`config.mk`:
```
export PLATFORM = sky130hd
export DESIGN_NAME = alb_wide_sequencer
export DESIGN_NICKNAME = d
export VERILOG_FILES = /design/src/rtl/alb_wide_sequencer.sv
export SDC_FILE = /design/constraint.sdc
export NUM_CORES = 1
export LEC_CHECK = 0
export CAP_MARGIN = 30
export CORE_MARGIN = 1
export CORE_UTILIZATION = 50
export CTS_CLUSTER_DIAMETER = 120
export DETAILED_ROUTE_END_ITERATION = 8
export PLACE_DENSITY = 0.84
export SLEW_MARGIN = 20
export SYNTH_ARGS = -nofsm -noshare
export SYNTH_HDL_FRONTEND = slang
export SYNTH_SLANG_ARGS = --single-unit
```
`constraint.sdc`:
```
create_clock -name CLK -period 2.55 [get_ports CLK]
set_input_delay 0.3825 -clock CLK [delete_from_list [all_inputs] [get_ports CLK]]
set_output_delay 0.3825 -clock CLK [all_outputs]
set_load 0.01 [all_outputs]
```
`src/rtl/alb_wide_sequencer.sv`:
```
`default_nettype none
// ============================================================================
// Module   : alb_wide_sequencer
// Brief    : Time-shares one ALB slice to execute wide ADD/SUB/AND/OR, one slice
//            per clock, LSB first, chaining slice carry-out into the next CI.
// Revision : 1.0 - initial release
// ============================================================================
module alb_wide_sequencer #(
  parameter int SLICE_W = 4,
  parameter int SLICES  = 2
) (
  input  logic                      CLK,
  input  logic                      RST_N,
  input  logic                      START,
  input  logic [2:0]                OP,
  input  logic [SLICE_W*SLICES-1:0] A,
  input  logic [SLICE_W*SLICES-1:0] B,
  input  logic                      CIN,
  output logic                      BUSY,
  output logic                      DONE,
  output logic                      ERR,
  output logic [SLICE_W*SLICES-1:0] RESULT,
  output logic                      CO_OUT,
  output logic                      VO_OUT,
  output logic                      NO_OUT,
  output logic                      ZO_OUT,
  output logic [SLICE_W-1:0]        MR,
  output logic [SLICE_W-1:0]        MS,
  output logic                      CI,
  output logic [2:0]                ALB_MI,
  input  logic [SLICE_W-1:0]        F_ALB,
  input  logic                      CO,
  input  logic                      VO,
  input  logic                      NO,
  input  logic                      ZO
);

  localparam int              c_w      = SLICE_W * SLICES;
  localparam int              c_kw     = (SLICES > 1) ? $clog2(SLICES) : 1;
  localparam logic [c_kw-1:0] c_k_last = c_kw'(SLICES - 1);

  localparam logic [1:0] c_st_idle = 2'd0;
  localparam logic [1:0] c_st_exec = 2'd1;
  localparam logic [1:0] c_st_fail = 2'd2;

  localparam logic [2:0] c_op_sub = 3'b000;
  localparam logic [2:0] c_op_add = 3'b011;

  logic [1:0]      r_state;
  logic [c_kw-1:0] r_k;
  logic [c_w-1:0]  r_a;
  logic [c_w-1:0]  r_b;
  logic [2:0]      r_op;
  logic            r_cin;
  logic            r_carry;
  logic            r_zacc;
  logic [c_w-1:0]  r_acc;
  logic            r_busy;
  logic            r_done;
  logic            r_err;
  logic [c_w-1:0]  r_result;
  logic            r_co;
  logic            r_vo;
  logic            r_no;
  logic            r_zo;

  logic            w_arith;
  logic            w_exec;
  logic [c_w-1:0]  w_final;

  assign w_arith = (r_op == c_op_sub) || (r_op == c_op_add);
  assign w_exec  = (r_state == c_st_exec);

  // The ALB is only driven while a slice is executing; otherwise it sees zeros.
  always_comb begin
    MR = '0;
    MS = '0;
    CI = 1'b0;
    if (w_exec) begin
      MR = r_a[r_k*SLICE_W +: SLICE_W];
      MS = r_b[r_k*SLICE_W +: SLICE_W];
      CI = w_arith & ((r_k == '0) ? r_cin : r_carry);
    end
  end

  // Accumulator with the current slice's ALB result merged in.
  always_comb begin
    w_final = r_acc;
    w_final[r_k*SLICE_W +: SLICE_W] = F_ALB;
  end

  always_ff @(posedge CLK or negedge RST_N) begin
    if (!RST_N) begin
      r_state  <= c_st_idle;
      r_k      <= '0;
      r_a      <= '0;
      r_b      <= '0;
      r_op     <= 3'b000;
      r_cin    <= 1'b0;
      r_carry  <= 1'b0;
      r_zacc   <= 1'b0;
      r_acc    <= '0;
      r_busy   <= 1'b0;
      r_done   <= 1'b0;
      r_err    <= 1'b0;
      r_result <= '0;
      r_co     <= 1'b0;
      r_vo     <= 1'b0;
      r_no     <= 1'b0;
      r_zo     <= 1'b0;
    end else begin
      r_done <= 1'b0;
      r_err  <= 1'b0;
      case (r_state)
        c_st_idle: begin
          if (START) begin
            r_a     <= A;
            r_b     <= B;
            r_op    <= OP;
            r_cin   <= CIN;
            r_k     <= '0;
            r_zacc  <= 1'b1;
            r_busy  <= 1'b1;
            r_state <= OP[2] ? c_st_fail : c_st_exec;
          end
        end
        c_st_exec: begin
          r_acc   <= w_final;
          r_carry <= CO;
          r_zacc  <= r_zacc & ZO;
          if (r_k == c_k_last) begin
            r_result <= w_final;
            r_co     <= w_arith & CO;
            r_vo     <= w_arith & VO;
            r_no     <= NO;
            r_zo     <= r_zacc & ZO;
            r_done   <= 1'b1;
            r_busy   <= 1'b0;
            r_state  <= c_st_idle;
          end else begin
            r_k <= r_k + c_kw'(1);
          end
        end
        c_st_fail: begin
          r_result <= '0;
          r_co     <= 1'b0;
          r_vo     <= 1'b0;
          r_no     <= 1'b0;
          r_zo     <= 1'b0;
          r_done   <= 1'b1;
          r_err    <= 1'b1;
          r_busy   <= 1'b0;
          r_state  <= c_st_idle;
        end
        default: begin
          r_busy  <= 1'b0;
          r_state <= c_st_idle;
        end
      endcase
    end
  end

  assign BUSY   = r_busy;
  assign DONE   = r_done;
  assign ERR    = r_err;
  assign RESULT = r_result;
  assign CO_OUT = r_co;
  assign VO_OUT = r_vo;
  assign NO_OUT = r_no;
  assign ZO_OUT = r_zo;
  assign ALB_MI = r_op;

endmodule
`default_nettype wire

```
# [Yosys cells after proc, flatten, opt, wreduce, memory -nomap -nowiden]
# Cells that the tools add are included.
[word_totals] in_bits=31 output_inout_bits=27 ff_bits=48
[classes] addsub=2 shifts=4 n_bitwise=4 n_mux=29 n_eq_ne=5 n_reduce_logical=9
[ops] cell="$neg 3->34" n=1
[ops] cell="$shift 4x34->8 const A" n=1
[ops] cell="$shiftx 4x34->8" n=1
[ops] cell="$pmux 1 s2" n=8
[ops] cell="$pmux 8 s2" n=1
[ops] cell="$shiftx 8x4->4" n=2
[ops] cell="$mux 1" n=12
[ops] cell="$bwmux 8" n=1
[ops] cell="$mux 4" n=2
[ops] cell="$mux 8" n=1
[ops] cell="$reduce_and 2->1" n=4
[ops] cell="$mux 2" n=3
[ops] cell="$and 1x1->1" n=4
[ops] cell="$ne 2x2->1 const B" n=2
[ops] cell="$pmux 2 s2" n=1
[ops] cell="$reduce_bool 2->1" n=2
[ops] cell="$eq 3x2->1 const B" n=1
[ops] cell="$logic_not 3->1" n=1
[ops] cell="$eq 2x1->1 const B" n=1
[ops] cell="$eq 2x2->1 const B" n=1
[ops] cell="$logic_not 2->1" n=1
[ops] cell="$add 1x1->1 const B" n=1
[ops] cell="$logic_or 1x1->1" n=1

# [Longest topological paths before layout]
# Gate-level depths: netlist of run 1.
[depth] depth_word=5 mapped_depth=7

# [Least setup slack after synthesis of run 1]
# OpenSTA, ideal clock, no wires.
[synth_path] path_type="register -> output" startpoint="reg r_state[1]" endpoint="out CI" required_time_ps=2168 path_buffers=1 arrival_ps=1333 path_slack_ps=835 stages_incl_launch_ff=6 path_cell_list="dfrtp_1 inv_1 ha_1 inv_1 buf_2 nor4_2"
[synth_via] elab_chain_len=2
[synth_lines] element="from (decl)" line_no="49" source="logic [1:0] r_state;"
[synth_lines] element="from (signal assigned)" line_no="94" source="r_state <= c_st_idle;"
[synth_lines] element="from (signal assigned)" line_no="124" source="r_state <= OP[2] ? c_st_fail : c_st_exec;"
[synth_lines] element="from (signal assigned)" line_no="139" source="r_state <= c_st_idle;"
[synth_lines] element="$eq 2x1->1" line_no="72" source="assign w_exec = (r_state == c_st_exec);"
[synth_lines] element="named net w_exec" line_no="68" source="logic w_exec;"
[synth_lines] element="$mux 1" line_no="79" source="if (w_exec) begin"
[synth_lines] element="to (decl)" line_no="29" source="output logic CI,"
# The timed path passes the listed nets, and every way through them passes these cells.

# [Final worst setup path of run 1]
[layout_path] startpoint="reg r_state[1]" endpoint="out MR[1]"
[layout_via] elab_chain_len=2
[layout_lines] element="$eq 2x1->1" line_no="72"
[layout_lines] element="named net w_exec" line_no="68"
[layout_lines] element="$mux 4" line_no="79"
[layout_lines] element="to (decl)" line_no="27" source="output logic [SLICE_W-1:0] MR,"
# The timed path passes the listed nets, and every way through them passes these cells.

==> out/summary.md, run 1 <==
Power and ir drop
- 1140 nW/um2 — cell area power density
- 3.07 mW — Tot Pwr
- 593 uV — worst vdd rail ir drop
- 1.13 nW — leakage component of the power

Final layout
- 15.8% — fraction of final layout cells with drive strength greater than 1
- 0 — Antenna Diode Count
- sky130_fd_sc_hd__clkdlybuf4s50_1 (56), sky130_fd_sc_hd__dfrtp_1 (44), sky130_fd_sc_hd__nand2_1 (25) — most used cells in the layout excluding fill and tap cells
- 261 — number of nets in the finished design
- 276 — post-route non-filler standard cell count
- 2680 um2 — post-route design area
- sky130_fd_sc_hd__clkdlybuf4s50_1 — most frequent standard cell in the layout excluding fill and tap cells
- 35.2% — Area growth, synth to finish
- 71.6% — final core utilization

Synthesis
- 17.0% — multiplexer fraction of the synthesized cell area
- 203 — Mapped Nets
- 55.6% — sequential share of the synthesized area
- 0.442% — synthesized-area fraction occupied by xor and xnor cells
- 0 — number of warnings printed during yosys synthesis
- 11.7 um2 — Avg Synthesized Cell Area
- 44 — Yosys reg bits
- 1.89% — Post-Synth Adder-Cell Area
- 1980 um2 — post-synthesis cell area
- 10.1% — share of the synthesized area in compound gates (AO/OA/AOI/OAI)
- 55.6% — Yosys top cell area share
- 169 — post-synthesis instance total
- 10.1% — simple-gate portion of the synthesized area
- 28 — count of distinct cell types in the synthesized netlist
- sky130_fd_sc_hd__dfrtp_1 — largest area contributor in the netlist
- sky130_fd_sc_hd__dfrtp_1 (56%), sky130_fd_sc_hd__mux2_2 (12%), sky130_fd_sc_hd__mux2i_1 (5.1%), sky130_fd_sc_hd__nand2_1 (4.7%), sky130_fd_sc_hd__a22oi_1 (3.4%) — most area-consuming cells after synthesis
- multiplexers — combinational family with the most area after synthesis

Setup path
- 4 — number of cells on the worst reg-to-reg path
- r_state[0] — worst reg2reg path startpoint
- 21 — maximum fanout count along the critical path
- output port — crit path capture type
- register to output port — category of the most critical setup path
- r_a[1] — reg2reg end
- register — Setup crit start kind
- 2170 ps — Critical Path RT
- 860 ps — r2r setup slk
- 2010 ps — Critical Path AT

Place
- 266 — dpl cells
- 2550 um2 — placed cell areas
- 57 — total of buffers placed on input and output ports
- 0.763 — GPL Wtd Cong
- 383 ps — worst setup slack before clock tree synthesis
- 2.70 mm — Detailed Place HPWL

Floorplan
- 65.0 um — die extent in x
- 4220 um2 — die footprint
- 65.0 um — vertical die dimension
- 3740 um2 — area of the core
- 52.9% — initial cell density of the core
- 22 — Row Count
- 58 — top-level I/O count

Run
- 0 — # Max-Cap Violations

Global routing
- 45 — pin count of the biggest net entering global routing
- 6.49 mm — global-route wire length before repair
- 0 — number of antenna violations at the first check in global routing
- 1373 — vias in the first global route
- 20.7% — overall track demand over capacity in global routing
- 0 — total overflow reported by the global router

Hold path
- register to register — kind of path behind the tightest hold check
- r_acc[2] — Hold Startpoint
- r_acc[2] — Worst Hold Endpoint
- 2 — WHS Path Cells

STA
- 0 — number of max-slew violations in the final report
- 0 — Hold Violations, Final
- 67.1% — Max transition margin
- no — unrepaired setup endpoints after global routing
- 483 ps — worst hold slack after final layout
- 93.9% — share of the clock period used by the worst path after layout
- 492 ps — transition at the pin with the smallest max-transition slack
- 0.417 GHz — highest achievable clock rate
- 154 ps — smallest setup slack after layout
- 3.73 ps — Setup Skew
- 0 ps — setup tns final
- 2400 ps — final critical delay including setup and external delays
- 0 — count of endpoints failing setup in the final report

Route
- 3.90 mm — WL final
- 5.31 — via/cell ratio
- 4 — number of iterations in the first detailed-routing pass
- 1465 — via count of the routed design
- 78 — initial DRC count
- 14.1 um — WL/cell
- 0 — Final ANT Viol Nets
- 0 — Post-route DRC

Clock tree
- 5 — number of buffers added by the clock tree synthesis step
- 80 ps — clock transition at the registers of the reported paths
- built — TritonCTS clock tree
- 300 ps — insertion delay of the later-clocked pin in the worst-skew pair
- 2 — clock buffer depth
- sky130_fd_sc_hd__clkbuf_8 — CTS root buf
- 44 — count of clock tree sinks
- 2 — level count of the clock H-tree

Outcome
- completed — result of the run

==> report_power, final <==
part           switching, mW  leakage (nW)  internal [mW]  total (mW)
clock                  0.221        0.0455          0.221       0.442
sequential             0.200         0.546           1.02        1.22
combinational          0.643         0.538          0.761        1.40
==> registers in the layout (all words and copies together) (netlist names) <==
signal and cells:
ALB_MI 3, BUSY 1, CO_OUT 1, DONE 1, ERR 1, NO_OUT 1, RESULT 8, VO_OUT 1
ZO_OUT 1, r_a 8, r_acc 4, r_b 8, r_carry 1, r_cin 1, r_k 1, r_state 2
r_zacc 1
==> per-layer routing <==
layer / vias to the layer above / GRT usage [%] / share of wire [%]
li1: 700 / - / -
met1: 712 / 25.9 / 44
met2: 49 / 33.5 / 48
met3: 4 / 7.22 / 6.1
met4: 0 / 5.83 / 0.97
met5: - / 0 / 0
==> how the worst max path moves through the flow <==
stage                    start     to  slack [ps]  depth (start not counted)
finish              r_state[1]  MR[1]         150                          6
global route        r_state[1]  MR[2]          60                          6
CTS                 r_state[1]  MR[1]          20                          6
detailed placement  r_state[1]  MR[1]         380                          6
global placement    r_state[1]  MS[3]         440                          6
floorplan           r_state[1]     CI         830                          5
==> area by class of cell <==
class                      instances  area [um2]
multi-input combinational        110         796
tap                               48        60.1
clock buffer                       8        90.1
fill                             300        1060
inverter                           4        15.0
timing repair buffer              62         618
sequential                        44        1100
==> timing repair <==
item / CTS / global route
hold buffers: 0 / 1
endpoints found under the hold margin: 0 / 13
endpoints found under the setup margin: 0 / 9
buffers inserted: 0 / 0
resized for setup: 0 / 2
==> synthesized netlist by cell type <==
| cell | number |
|---|---|
| sky130_fd_sc_hd__mux2_2 | 21 |
| sky130_fd_sc_hd__buf_6 | 3 |
| sky130_fd_sc_hd__dfrtp_1 | 44 |
| sky130_fd_sc_hd__a21oi_1 | 1 |
| sky130_fd_sc_hd__a32oi_1 | 1 |
| sky130_fd_sc_hd__mux2i_1 | 10 |
| sky130_fd_sc_hd__clkbuf_2 | 1 |
| sky130_fd_sc_hd__clkbuf_1 | 1 |
| sky130_fd_sc_hd__buf_2 | 2 |
| sky130_fd_sc_hd__nor2b_1 | 2 |
| sky130_fd_sc_hd__nand2_1 | 25 |
| sky130_fd_sc_hd__nor4_2 | 2 |
| sky130_fd_sc_hd__o22ai_1 | 1 |
| sky130_fd_sc_hd__nor2_1 | 11 |
| sky130_fd_sc_hd__nand4b_1 | 1 |
| sky130_fd_sc_hd__nand2_2 | 1 |
| sky130_fd_sc_hd__ha_1 | 3 |
| sky130_fd_sc_hd__xor2_1 | 1 |
| sky130_fd_sc_hd__a22oi_1 | 9 |
| sky130_fd_sc_hd__o22a_1 | 1 |
| sky130_fd_sc_hd__inv_1 | 4 |
| sky130_fd_sc_hd__a22o_1 | 3 |
| sky130_fd_sc_hd__o21ai_1 | 5 |
| sky130_fd_sc_hd__nand2b_1 | 1 |
| sky130_fd_sc_hd__o21ai_0 | 9 |
| sky130_fd_sc_hd__o21a_1 | 1 |
| sky130_fd_sc_hd__buf_4 | 4 |
| sky130_fd_sc_hd__and2_1 | 1 |
==> worst max-delay path, stage by stage (launching register included) <==
cell	delay (ps)
sky130_fd_sc_hd__dfrtp_1	400
sky130_fd_sc_hd__inv_1	140
sky130_fd_sc_hd__ha_4	190
sky130_fd_sc_hd__inv_1	70
sky130_fd_sc_hd__buf_4	210
sky130_fd_sc_hd__nor2_1	150
sky130_fd_sc_hd__clkdlybuf4s50_1	550
==> cell families after synthesis <==
logic type / after synthesis
fa+ha+maj: 3
compound gates: 31
flops: 44
mux: 31
simple gates: 44
buf+inv: 15
xor+xnor: 1
No activity file was read; power rests on OpenSTA's default activity.
==> inputs of run 2 (changes only) <==
--- a/config.mk
+++ b/config.mk
@@ -6,7 +6,7 @@
 export NUM_CORES = 1
 export LEC_CHECK = 0
 export CAP_MARGIN = 30
-export CORE_MARGIN = 1
+export CORE_MARGIN = 2
 export CORE_UTILIZATION = 50
 export CTS_CLUSTER_DIAMETER = 120
 export DETAILED_ROUTE_END_ITERATION = 8
==> out/summary.md, run 2 (synthesized netlist as in run 1, its figures left out) <==
Place
- 2.76 mm — Detailed Place HPWL, +2.2%
- 267 — dpl cells, +0.38%
- 57 — total of buffers placed on input and output ports, unchanged
- 0.729 — GPL Wtd Cong, -4.4%

Floorplan
- 3740 um2 — area of the core, unchanged
- 4480 um2 — die footprint, +6.3%
- 58 — top-level I/O count, unchanged
- 52.9% — initial cell density of the core, unchanged
- 67.0 um — vertical die dimension, +3.1%
- 22 — Row Count, unchanged
- 67.0 um — die extent in x, +3.1%

Power and ir drop
- 689 uV — worst vdd rail ir drop, +16%
- 1.06 mW — Switch Pwr, -0.64%
- 45.3% — logic gate share of total power, -0.5 points
- 14.4% — clock share of power, about the same
- 2.00 mW — Internal, about the same
- 1.13 nW — leakage component of the power, -0.14%
- 34.5% — switching share of power, -0.15 points
- 40.3% — part of the total power dissipated in sequential elements, +0.5 points
- 1150 nW/um2 — cell area power density, +0.27%

Setup path
- 2170 ps — Critical Path RT, about the same
- sky130_fd_sc_hd__clkdlybuf4s50_1 — critical path's slowest cell
- buffers and inverters — dominant delay contributor by cell family on the critical path
- output port — crit path capture type
- register to output port — category of the most critical setup path
- 550 ps — maximum cell stage delay along the critical path, about the same
- inv_1, ha_2, inv_1, buf_4, nor2_1, clkdlybuf4s50_1 — sequence of cells on the critical path
- 4 — worst path buffer plus inverter count, unchanged
- register — Setup crit start kind
- 2010 ps — Critical Path AT, about the same
- 8 — maximum fanout count along the critical path, -62%
- sky130_fd_sc_hd__inv_1 — cell seen most often among critical-path stages

STA
- 6.11 ps — Setup Skew, +2.38 ps
- 93.7% — share of the clock period used by the worst path after layout, -0.26 points
- 2390 ps — final critical delay including setup and external delays, -6.59 ps
- no — unrepaired setup endpoints after global routing
- 0 ps — setup tns final, unchanged
- 0 — count of endpoints failing setup in the final report, unchanged
- 1.96 ps — worst hold slack after final layout, -481 ps
- 0.419 GHz — highest achievable clock rate, +0.28%
- 480 ps — transition at the pin with the smallest max-transition slack, -12.3 ps
- 0 — number of max-slew violations in the final report, unchanged
- 67.9% — Max transition margin, +0.87 points
- 0 — Hold Violations, Final, unchanged

Final layout
- 0 — Antenna Diode Count, unchanged
- 276 — post-route non-filler standard cell count, unchanged
- sky130_fd_sc_hd__clkdlybuf4s50_1 — most frequent standard cell in the layout excluding fill and tap cells
- 261 — number of nets in the finished design, unchanged
- 1100 um2 — sequential cell area, unchanged
- 285 — fill count, -5.0%
- 786 um2 — area of combinational cells with multiple inputs, -1.3%
- 16.2% — fraction of final layout cells with drive strength greater than 1, +0.44 points
- sky130_fd_sc_hd__clkdlybuf4s50_1 (56), sky130_fd_sc_hd__dfrtp_1 (44), sky130_fd_sc_hd__nand2_1 (25) — most used cells in the layout excluding fill and tap cells
- 34.6% — Area growth, synth to finish

Global routing
- 0 — number of antenna violations at the first check in global routing, unchanged
- 45 — pin count of the biggest net entering global routing, unchanged
- 0 — total overflow reported by the global router, unchanged
- 6.53 mm — global-route wire length before repair, +0.54%
- 1499 — vias in the first global route, +9.2%
- 19.8% — overall track demand over capacity in global routing, -0.88 points

Route
- 0 — Final ANT Viol Nets, unchanged
- 76 — initial DRC count, -2.6%
- 3.89 mm — WL final, -0.44%
- 14.1 um — WL/cell, -0.44%
- 4 — number of iterations in the first detailed-routing pass, unchanged
- 0 — Post-route DRC, unchanged
- 5.20 — via/cell ratio, -2.0%
- 1435 — via count of the routed design, -2.0%

Clock tree
- 300 ps — insertion delay of the later-clocked pin in the worst-skew pair, about the same
- built — TritonCTS clock tree
- 2 — clock buffer depth, unchanged
- 80 ps — clock transition at the registers of the reported paths, about the same
- 2 — level count of the clock H-tree, unchanged
- 5 — number of buffers added by the clock tree synthesis step, unchanged
- sky130_fd_sc_hd__clkbuf_8 — CTS root buf
- 44 — count of clock tree sinks, unchanged

Outcome
- completed — result of the run

Hold path
- primary input to async pin — kind of path behind the tightest hold check

Run
- 0 — # Max-Cap Violations, unchanged

-- run 2: changes by cell type in the layout (fill, tap and decap cells not counted) --
cell / change
sky130_fd_sc_hd__buf_4: +1
sky130_fd_sc_hd__dlygate4sd3_1: -1
sky130_fd_sc_hd__ha_2: +1
sky130_fd_sc_hd__ha_4: -1
-- run 2: final cells by class --
cell class,instances,area share [%]
clock buffer,8,3.38
sequential,44,41.3
tap,48,2.25
inverter,4,0.563
timing repair buffer,62,23.1
multi-input combinational,110,29.5
-- run 2: power groups by stage --
stage | Combinational [mW] | Sequential (mW) | Clock [mW]
finish | 1.38 | 1.23 | 0.442
global route | 1.53 | 1.28 | 0.486
CTS | 1.40 | 1.23 | 0.454
detailed placement | 1.39 | 1.25 | 0
global placement | 1.37 | 1.23 | 0
floorplan | 0.862 | 1.24 | 0
-- run 2: per-layer routing --
metal / vias to the layer above / GRT usage [%] / share of wire [%]
met5: - / 0 / 0
met4: 0 / 5.36 / 0.98
met3: 3 / 6.42 / 6.6
met2: 51 / 36.1 / 51
met1: 682 / 21.9 / 42
li1: 699 / - / -
-- run 2: worst paths after layout --
path                       startpoint         to  slack, ps  depth (start not counted)
max reg2reg                r_state[1]  RESULT[2]        850                          6
min in group CLK             r_acc[2]   r_acc[2]        490                          2
max                        r_state[1]      MR[2]        160                          6
min reg2reg                  r_acc[2]   r_acc[2]        490                          2
min                             RST_N  RESULT[3]          2                          1
max in group asynchronous       RST_N     r_a[3]       2070                          2
-- run 2: what timing repair did --
| item | 4_1_cts | 5_1_grt |
|---|---|---|
| endpoints found under the setup margin | 0 | 1 |
| setup buffers | 0 | 0 |
| hold buffers | 0 | 0 |
| resized for setup | 0 | 1 |
-- run 2: through the flow --
| stage | total power, mW | area (um2) | utilization, % | worst slack, ps |
|---|---|---|---|---|
| after global placement | 2.60 | 2550 | 68.2 | 452 |
| after floorplan | 2.10 | 1980 | - | 835 |
| after CTS | 3.09 | 2650 | 70.7 | 73.3 |
| after detailed placement | 2.64 | 2550 | 68.2 | 421 |
| final | 3.06 | 2670 | 71.3 | 161 |
| after global routing | 3.29 | 2670 | 71.3 | 61.5 |
==> inputs of run 3 (changes only) <==
--- a/config.mk
+++ b/config.mk
@@ -11,6 +11,7 @@
 export CTS_CLUSTER_DIAMETER = 120
 export DETAILED_ROUTE_END_ITERATION = 8
 export PLACE_DENSITY = 0.84
+export RECOVER_POWER = 25
 export SLEW_MARGIN = 20
 export SYNTH_ARGS = -nofsm -noshare
 export SYNTH_HDL_FRONTEND = slang
==> out/summary.md, run 3 (synthesized netlist as in run 1, its figures left out) <==
STA
- 2390 ps — final critical delay including setup and external delays, unchanged
- 93.7% — share of the clock period used by the worst path after layout, unchanged
- 1440 ps — transition at the pin with the smallest max-transition slack, +959 ps
- 0 — Hold Violations, Final, unchanged
- 0 — count of endpoints failing setup in the final report, unchanged
- 6.11 ps — Setup Skew, unchanged
- no — unrepaired setup endpoints after global routing
- 4.05% — Max transition margin, -64 points
- 0 — number of max-slew violations in the final report, unchanged
- 0 ps — setup tns final, unchanged
- 0.419 GHz — highest achievable clock rate, unchanged

Setup path
- 4 — worst path buffer plus inverter count, unchanged
- inv_1, ha_2, inv_1, buf_4, nor2_1, clkdlybuf4s50_1 — sequence of cells on the critical path
- 2170 ps — Critical Path RT, about the same
- 6 — critical path depth, unchanged
- register — Setup crit start kind
- buffers and inverters — dominant delay contributor by cell family on the critical path
- 550 ps — maximum cell stage delay along the critical path, about the same
- output port — crit path capture type
- register to output port — category of the most critical setup path
- 6 — number of cells on the worst reg-to-reg path, unchanged
- 8 — maximum fanout count along the critical path, unchanged
- sky130_fd_sc_hd__inv_1 — cell seen most often among critical-path stages
- sky130_fd_sc_hd__clkdlybuf4s50_1 — critical path's slowest cell
- 2010 ps — Critical Path AT, about the same

Place
- 57 — total of buffers placed on input and output ports, unchanged
- 0.729 — GPL Wtd Cong, unchanged
- 2.76 mm — Detailed Place HPWL, unchanged

Route
- 1435 — via count of the routed design, unchanged
- 76 — initial DRC count, unchanged
- 14.1 um — WL/cell, about the same
- 0 — Final ANT Viol Nets, unchanged
- 3.89 mm — WL final, about the same
- 4 — number of iterations in the first detailed-routing pass, unchanged
- 0 — Post-route DRC, unchanged
- 5.20 — via/cell ratio, unchanged

Clock tree
- 300 ps — insertion delay of the later-clocked pin in the worst-skew pair, about the same
- 5 — number of buffers added by the clock tree synthesis step, unchanged
- 44 — count of clock tree sinks, unchanged
- 0 — number of buffers added to fix hold violations after cts, unchanged
- 2 — level count of the clock H-tree, unchanged
- built — TritonCTS clock tree
- sky130_fd_sc_hd__clkbuf_8 — CTS root buf
- 80 ps — clock transition at the registers of the reported paths, about the same
- 2 — clock buffer depth, unchanged

Outcome
- completed — result of the run

Final layout
- sky130_fd_sc_hd__clkdlybuf4s50_1 (56), sky130_fd_sc_hd__dfrtp_1 (44), sky130_fd_sc_hd__nand2_1 (25) — most used cells in the layout excluding fill and tap cells
- 786 um2 — area of combinational cells with multiple inputs, unchanged
- sky130_fd_sc_hd__clkdlybuf4s50_1 — most frequent standard cell in the layout excluding fill and tap cells
- 261 — number of nets in the finished design, unchanged
- 0 — Antenna Diode Count, unchanged
- 70.8% — final core utilization, -0.47 points
- 286 — fill count, +0.35%
- 1100 um2 — sequential cell area, unchanged
- 33.7% — Area growth, synth to finish
- 15.4% — fraction of final layout cells with drive strength greater than 1, -0.88 points

Power and ir drop
- 1150 nW/um2 — cell area power density, +0.55%
- 14.5% — clock share of power, about the same
- 2.00 mW — Internal, -0.16%
- 1.12 nW — leakage component of the power, -0.97%
- 1.06 mW — Switch Pwr, about the same
- 689 uV — worst vdd rail ir drop, about the same
- 40.4% — part of the total power dissipated in sequential elements, about the same
- 45.2% — logic gate share of total power, about the same
- 34.6% — switching share of power, about the same

Global routing
- 45 — pin count of the biggest net entering global routing, unchanged
- 0 — number of antenna violations at the first check in global routing, unchanged
- 19.8% — overall track demand over capacity in global routing, unchanged
- 0 — total overflow reported by the global router, unchanged
- 6.53 mm — global-route wire length before repair, unchanged
- 1499 — vias in the first global route, unchanged

Floorplan
- 22 — Row Count, unchanged
- 67.0 um — vertical die dimension, unchanged
- 67.0 um — die extent in x, unchanged
- 3740 um2 — area of the core, unchanged
- 4480 um2 — die footprint, unchanged
- 58 — top-level I/O count, unchanged
- 52.9% — initial cell density of the core, unchanged

Run
- 0 — # Max-Cap Violations, unchanged

Hold path
- primary input to async pin — kind of path behind the tightest hold check

-- run 3: cell count changes in the layout (fill, tap and decap cells not counted) --
cell / delta
sky130_fd_sc_hd__clkbuf_1: +2
sky130_fd_sc_hd__buf_2: -1
sky130_fd_sc_hd__buf_12: -1
-- run 3: worst paths after layout --
kind | start | endpoint | slack, ps
min | RST_N | RESULT[3] | 170
min in group CLK | r_acc[2] | r_acc[2] | 490
max reg2reg | r_state[1] | RESULT[2] | 850
max | r_state[1] | MR[2] | 160
min reg2reg | r_acc[2] | r_acc[2] | 490
max in group asynchronous | RST_N | r_a[3] | 570
-- run 3: through the flow --
stage / power, mW / area (um2) / instances / hold slack (ps) / worst slack, ps
after floorplan: 2.10 / 1980 / 169 / 86.9 / 835
after global placement: 2.60 / 2550 / 267 / 461 / 452
after detailed placement: 2.64 / 2550 / 267 / 466 / 421
after CTS: 3.09 / 2650 / 275 / 253 / 73.3
after global routing: 3.29 / 2650 / 276 / 239 / 61.5
final: 3.06 / 2650 / 276 / 169 / 161
-- run 3: power groups by stage --
| stage | registers, mW | clock network [mW] | logic, mW |
|---|---|---|---|
| 6_report | 1.23 | 0.442 | 1.38 |
| 5_1_grt | 1.28 | 0.486 | 1.53 |
| 4_1_cts | 1.23 | 0.454 | 1.40 |
| 3_3_place_gp | 1.23 | 0 | 1.37 |
| 2_1_floorplan | 1.24 | 0 | 0.862 |
| 3_5_place_dp | 1.25 | 0 | 1.39 |
-- run 3: cell type report --
| cell class | count | area share (%) |
|---|---|---|
| sequential | 44 | 41.5 |
| multi-input combinational | 110 | 29.7 |
| timing repair buffer | 62 | 22.6 |
| clock buffer | 8 | 3.40 |
| tap | 48 | 2.27 |
| inverter | 4 | 0.567 |
-- run 3: metal layers --
layer | GRT usage (%) | part of all wire, %
met1 | 21.9 | 42
met2 | 36.1 | 51
met3 | 6.42 | 6.6
met4 | 5.36 | 0.98
met5 | 0 | 0
-- run 3: timing repair --
item,4_1_cts,5_1_grt
buffers inserted,0,0
setup endpoints to repair,0,1
gates resized for setup,0,1
